File: src/rtl/loader_pkg.sv
// ---------------------------------------------------------------------------
// loader_pkg
// Shared types and constants for the ram_loader byte-stream memory filler.
//   state_t         : loader FSM state encoding
//   FRAME_HDR_BYTES : header length (ADDR_LO, ADDR_HI, LEN_LO, LEN_HI)
//   CHK_W           : width of the additive payload checksum
//   accepts_byte()  : which states present in_ready to the stream source
// ---------------------------------------------------------------------------
package loader_pkg;

    typedef enum logic [2:0] {
        IDLE,
        ADDR_LO,
        ADDR_HI,
        LEN_LO,
        LEN_HI,
        DATA,
        WRITE,
        CHECK
    } state_t;

    localparam int FRAME_HDR_BYTES = 4;
    localparam int CHK_W           = 8;

    // Every state that consumes a stream byte; IDLE waits for start and
    // WRITE spends its single cycle on the memory strobe.
    function automatic logic accepts_byte(input state_t s);
        return (s != IDLE) && (s != WRITE);
    endfunction

endpackage

File: src/rtl/ram_loader.sv
// ---------------------------------------------------------------------------
// ram_loader
// Fills a synchronous RAM from a framed byte stream received over a
// valid/ready handshake. Frame: ADDR_LO ADDR_HI LEN_LO LEN_HI, LEN payload
// bytes, then CHK = (sum of payload) mod 256.
//
// Ports:
//   clk, rst          : rising-edge clock, asynchronous active-high reset
//   start             : one-cycle pulse arming the loader (ignored if busy)
//   in_data/in_valid  : stream byte and its valid flag
//   in_ready          : registered; high in states that take a byte
//   mem_cs/mem_we     : one-cycle write strobe pair
//   mem_addr/mem_data : write address / data, held while mem_we is low
//   busy              : frame in progress
//   done/err          : good / bad checksum, sticky until the next start
// ---------------------------------------------------------------------------
module ram_loader
    import loader_pkg::*;
#(
    parameter int ADDR_WIDTH = 16,
    parameter int DATA_WIDTH = 8
) (
    input  logic                  clk,
    input  logic                  rst,
    input  logic                  start,
    input  logic [7:0]            in_data,
    input  logic                  in_valid,
    output logic                  in_ready,
    output logic                  mem_cs,
    output logic                  mem_we,
    output logic [ADDR_WIDTH-1:0] mem_addr,
    output logic [DATA_WIDTH-1:0] mem_data,
    output logic                  busy,
    output logic                  done,
    output logic                  err
);

    state_t           state;
    state_t           next_state;
    logic [15:0]      addr;
    logic [15:0]      len;
    logic [15:0]      count;
    logic [CHK_W-1:0] sum;
    logic             ready_next;
    logic             accept;

    assign accept = in_valid && in_ready;

    // State register.
    always_ff @(posedge clk or posedge rst) begin
        if (rst) begin
            state <= IDLE;
        end else begin
            state <= next_state;
        end
    end

    // Next-state logic. The zero-length test after LEN_HI has to look at the
    // incoming high byte because len is only updated on the same edge.
    always_comb begin
        next_state = state;
        case (state)
            IDLE:    if (start)  next_state = ADDR_LO;
            ADDR_LO: if (accept) next_state = ADDR_HI;
            ADDR_HI: if (accept) next_state = LEN_LO;
            LEN_LO:  if (accept) next_state = LEN_HI;
            LEN_HI: begin
                if (accept) begin
                    next_state = ({in_data, len[7:0]} == 16'h0000) ? CHECK : DATA;
                end
            end
            DATA:    if (accept) next_state = WRITE;
            WRITE:   next_state = (count == len) ? CHECK : DATA;
            CHECK:   if (accept) next_state = IDLE;
            default: next_state = IDLE;
        endcase
    end

    // in_ready is registered from the upcoming state so that, once the
    // register has loaded, it always matches the current state.
    always_comb begin
        ready_next = accepts_byte(next_state);
    end

    // Datapath and registered outputs. The write strobe is launched by the
    // DATA-state accept so it is high exactly during the WRITE cycle.
    always_ff @(posedge clk or posedge rst) begin
        if (rst) begin
            in_ready <= 1'b0;
            mem_cs   <= 1'b0;
            mem_we   <= 1'b0;
            mem_addr <= '0;
            mem_data <= '0;
            busy     <= 1'b0;
            done     <= 1'b0;
            err      <= 1'b0;
            addr     <= '0;
            len      <= '0;
            count    <= '0;
            sum      <= '0;
        end else begin
            in_ready <= ready_next;
            mem_cs   <= 1'b0;
            mem_we   <= 1'b0;
            case (state)
                IDLE: begin
                    if (start) begin
                        done  <= 1'b0;
                        err   <= 1'b0;
                        sum   <= '0;
                        count <= '0;
                        busy  <= 1'b1;
                    end
                end
                ADDR_LO: if (accept) addr[7:0]  <= in_data;
                ADDR_HI: if (accept) addr[15:8] <= in_data;
                LEN_LO:  if (accept) len[7:0]   <= in_data;
                LEN_HI:  if (accept) len[15:8]  <= in_data;
                DATA: begin
                    if (accept) begin
                        mem_data <= DATA_WIDTH'(in_data);
                        mem_addr <= addr[ADDR_WIDTH-1:0];
                        mem_we   <= 1'b1;
                        mem_cs   <= 1'b1;
                        sum      <= sum + in_data;
                        addr     <= addr + 16'd1;
                        count    <= count + 16'd1;
                    end
                end
                CHECK: begin
                    if (accept) begin
                        if (in_data == sum) begin
                            done <= 1'b1;
                        end else begin
                            err <= 1'b1;
                        end
                        busy <= 1'b0;
                    end
                end
                default: ;
            endcase
        end
    end

endmodule

File: config.mk
export PLATFORM = sky130hd
export DESIGN_NAME = ram_loader
export DESIGN_NICKNAME = d
export VERILOG_FILES = /design/src/rtl/loader_pkg.sv /design/src/rtl/ram_loader.sv
export SDC_FILE = /design/constraint.sdc
export NUM_CORES = 1
export LEC_CHECK = 0
export BUFFER_PORTS_ARGS = -buffer_cell sky130_fd_sc_hd__buf_2
export CORE_MARGIN = 2
export CORE_UTILIZATION = 55
export DETAILED_ROUTE_END_ITERATION = 10
export PLACE_DENSITY_LB_ADDON = 0.2
export SETUP_SLACK_MARGIN = 0.5
export SYNTH_ARGS = -nofsm -noshare
export SYNTH_HDL_FRONTEND = slang
export SYNTH_SLANG_ARGS = --single-unit
export TNS_END_PERCENT = 1
File: constraint.sdc
create_clock -name clk -period 4.9 [get_ports clk]
set_clock_uncertainty 0.2 [all_clocks]
set_input_delay 0.49 -clock clk [delete_from_list [all_inputs] [get_ports clk]]
set_output_delay 0.49 -clock clk [all_outputs]
set_load 0.01 [all_outputs]
==> impl_results.md <==
* CTS tree: done
* Max Slew Vio Count at 0
* Yosys top cell by area: dfrtp_1
* DIE AREA at 9150 um2
* Core area at between 8000 and 9000 um2
* Hold Fails Final Rpt at 0
* Number of flops mapped to enable cells by yosys at 0
* Pwr per Cell Area at 581 nW/um2
* Via Count at 3638
* R2R Setup Slk at 1.98 ns
* CTS root buf: clkbuf_8
* Kind of critical path: register to register
* Relative slew slack at 32.1%
* Critical Path End: addr[12]
* Most frequent cell after synthesis: nand2_1
* Layout cells sized above 1 at 17.3%
* Ys async rst share at 100%
* Top cells by area, synth: dfrtp_1 48%, nand2_1 8.0%, xnor2_1 4.7%
* Hold-fix buffers at CTS at 0
* Synthesis-stage register bit count at 88
* Outcome: finished, final reports clean
* Sequential-to-total area share from yosys stat at 47.7%
* Vias in the first global route at roughly 3300
* Final Setup Violations at 0
* CP Data Arrival Time at 3.01 ns
* Ports at 42
* Synthesized cell area at 4620 um2
* Pleak at around 2.3 nW
* Critical Path RT at 4.99 ns
* Syn nets at between 500 and 600
* Placer Congestion at roughly 0.84
* Cells resized by post-CTS repair at 0
* DR WL/cell at around 17 um
* Setup TNS at 0 ns
* DRT Pass-1 Iters at 5
* R2R Path Start: state[2]
* Depth of the most critical reg-to-reg path at 6
* Post-route ant nets at 0
* Ant. Diodes at 0
* Reg-to-reg critical path endpoint: addr[12]
* Hpwl dp at around 7000 um
* Yosys top cell area share at a little under half
* Critical path fanouts, max at 27
* # nets final at 532
* GRT Util Overall at 24.9%
* Worst Hold Class: input port to async pin
* Syn Inst Count at 480
* Max Fclk at 0.342 GHz
* VDD IR max at 0.306 mV
* Final worst-path cycle share at 59.6%
* Global-route wire length before repair at about 17000 um
* Global route overflow at 0
* I/O Buffers at 41
* Worst slew pin tran at 1.02 ns
* CTS Buffer Depth at 2
* Worst path cell trace: and3b_1 > o21ai_1 > buf_4 > o21bai_1 > or3_1 > o211ai_1
* Initial antenna violation count at 0
* Starting density of the core at 56.5%
* CP Launch Point: state[2]
* Clk slew on worst S/H paths at 0.09 ns
* Worst setup EP type: register
* Max-Cap Viols at 0
* Top FF cell, synth: dfrtp_1
* Critical-path top delay cell: dfrtp_1
* Area delta synth->final at 10.6%
* YS warnings at 0
* Starting DRT DRC Count at roughly 200
* WP depth at 6
* RSZ-0062 raised after global routing: false
* Yosys cell types at 58
* DRT Wirelength at 10500 um
* Vias per inst at between 5 and 6
* Die H at 95.7 um
* Critical path's largest stage delay at 0.99 ns
* Setup crit start kind: register
* Worst path bufs/invs at 1
* Die X at 95.7 um
* Total CTS buffers at 9
* Setup Buffers After CTS at 0
* Total power at 2.97 mW
* Worst path top cell family by delay: flip-flops
* Synth cell count leaders: 99 x nand2_1, 88 x dfrtp_1, 33 x nor2_1
* Average cell area after synthesis at around 9.6 um2
* CTS sink cnt at 88
* Maximum level of the CTS H-tree at 3
* Min cycle time layout at 2.92 ns
* Number of remaining DRC errors at 0
* Clk_lat worst skew at 0.37 ns
* Placement row count at 33
* Largest net degree at the start of global routing at 60
-- kinds of logic (layout without fill, tap and decap cells) --
family	count (synthesis)	count (layout)	synth area share (%)
simple gates	210	210	22.9
flops	88	88	47.7
compound gates	84	84	12.1
xor+xnor	34	34	6.44
buf+inv	34	69	3.22
mux	19	19	4.55
fa+ha+maj	11	11	3.09
-- metrics by stage --
step / setup slack [ns] / std cells / instance area [um2] / util, % / hold slack, ns
5_1_grt: 1.69 / 620 / 5110 / 62.5 / 0.209
4_1_cts: 1.95 / 620 / 5110 / 62.5 / 0.166
6_report: 1.98 / 620 / 5110 / 62.5 / 0.118
2_1_floorplan: 1.93 / 480 / 4620 / - / 0.269
3_3_place_gp: 2.04 / 604 / 4870 / 59.6 / 0.257
3_5_place_dp: 1.96 / 604 / 4870 / 59.6 / 0.258
-- registers in the layout, indices dropped and copies added, names as in the netlist --
signal    cells
count        16
err           1
sum           8
mem_data      8
mem_addr     16
in_ready      1
len          16
addr         16
done          1
state         3
busy          1
mem_we        1
-- how the worst min path moves through the flow --
stage                       startpoint      endpoint  slack, ns  cells after the start
after floorplan                addr[9]   mem_addr[9]       0.27                      2
after global placement    mem_addr[12]  mem_addr[12]       0.26                      2
after detailed placement   mem_data[4]   mem_data[4]       0.26                      2
after CTS                          rst     count[12]       0.17                      2
after global routing               rst      count[7]       0.21                      2
final                              rst     count[11]       0.12                      2
-- layout make-up --
cell class	count	area (um2)
fill	687	3070
multi-input combinational	358	2270
sequential	88	2200
timing repair buffer	44	228
clock buffer	11	151
tap	105	131
clock inverter	5	86.3
inverter	9	35.0
-- where the power goes --
group          total [mW]  internal (mW)  switching [mW]
sequential           1.31           1.01           0.298
combinational        1.07          0.478           0.589
clock               0.598          0.320           0.278
-- placed cells by master (no fill, tap or decap), types with 8 or more instances in the layout --
| master | count |
|---|---|
| nand2_1 | 99 |
| dfrtp_1 | 88 |
| buf_2 | 41 |
| nor2_1 | 33 |
| xnor2_1 | 25 |
| o21ai_0 | 22 |
| nand3_1 | 20 |
| a21oi_1 | 16 |
| mux2_2 | 15 |
| clkbuf_8 | 11 |
| xor2_1 | 9 |
| ha_1 | 9 |
| inv_1 | 8 |
| nand4_1 | 8 |
-- layer usage --
metal | part of all wire, % | global-route usage (%) | vias up | wire [um]
li1 | - | - | 1742 | -
met1 | 50 | 38.5 | 1788 | 5280
met2 | 44 | 35.9 | 96 | 4620
met3 | 4.6 | 3.87 | 12 | 481
met4 | 1.2 | 7.74 | 0 | 121
met5 | 0 | 0 | - | 0
Note: power is estimated with default switching activity, not from simulation.
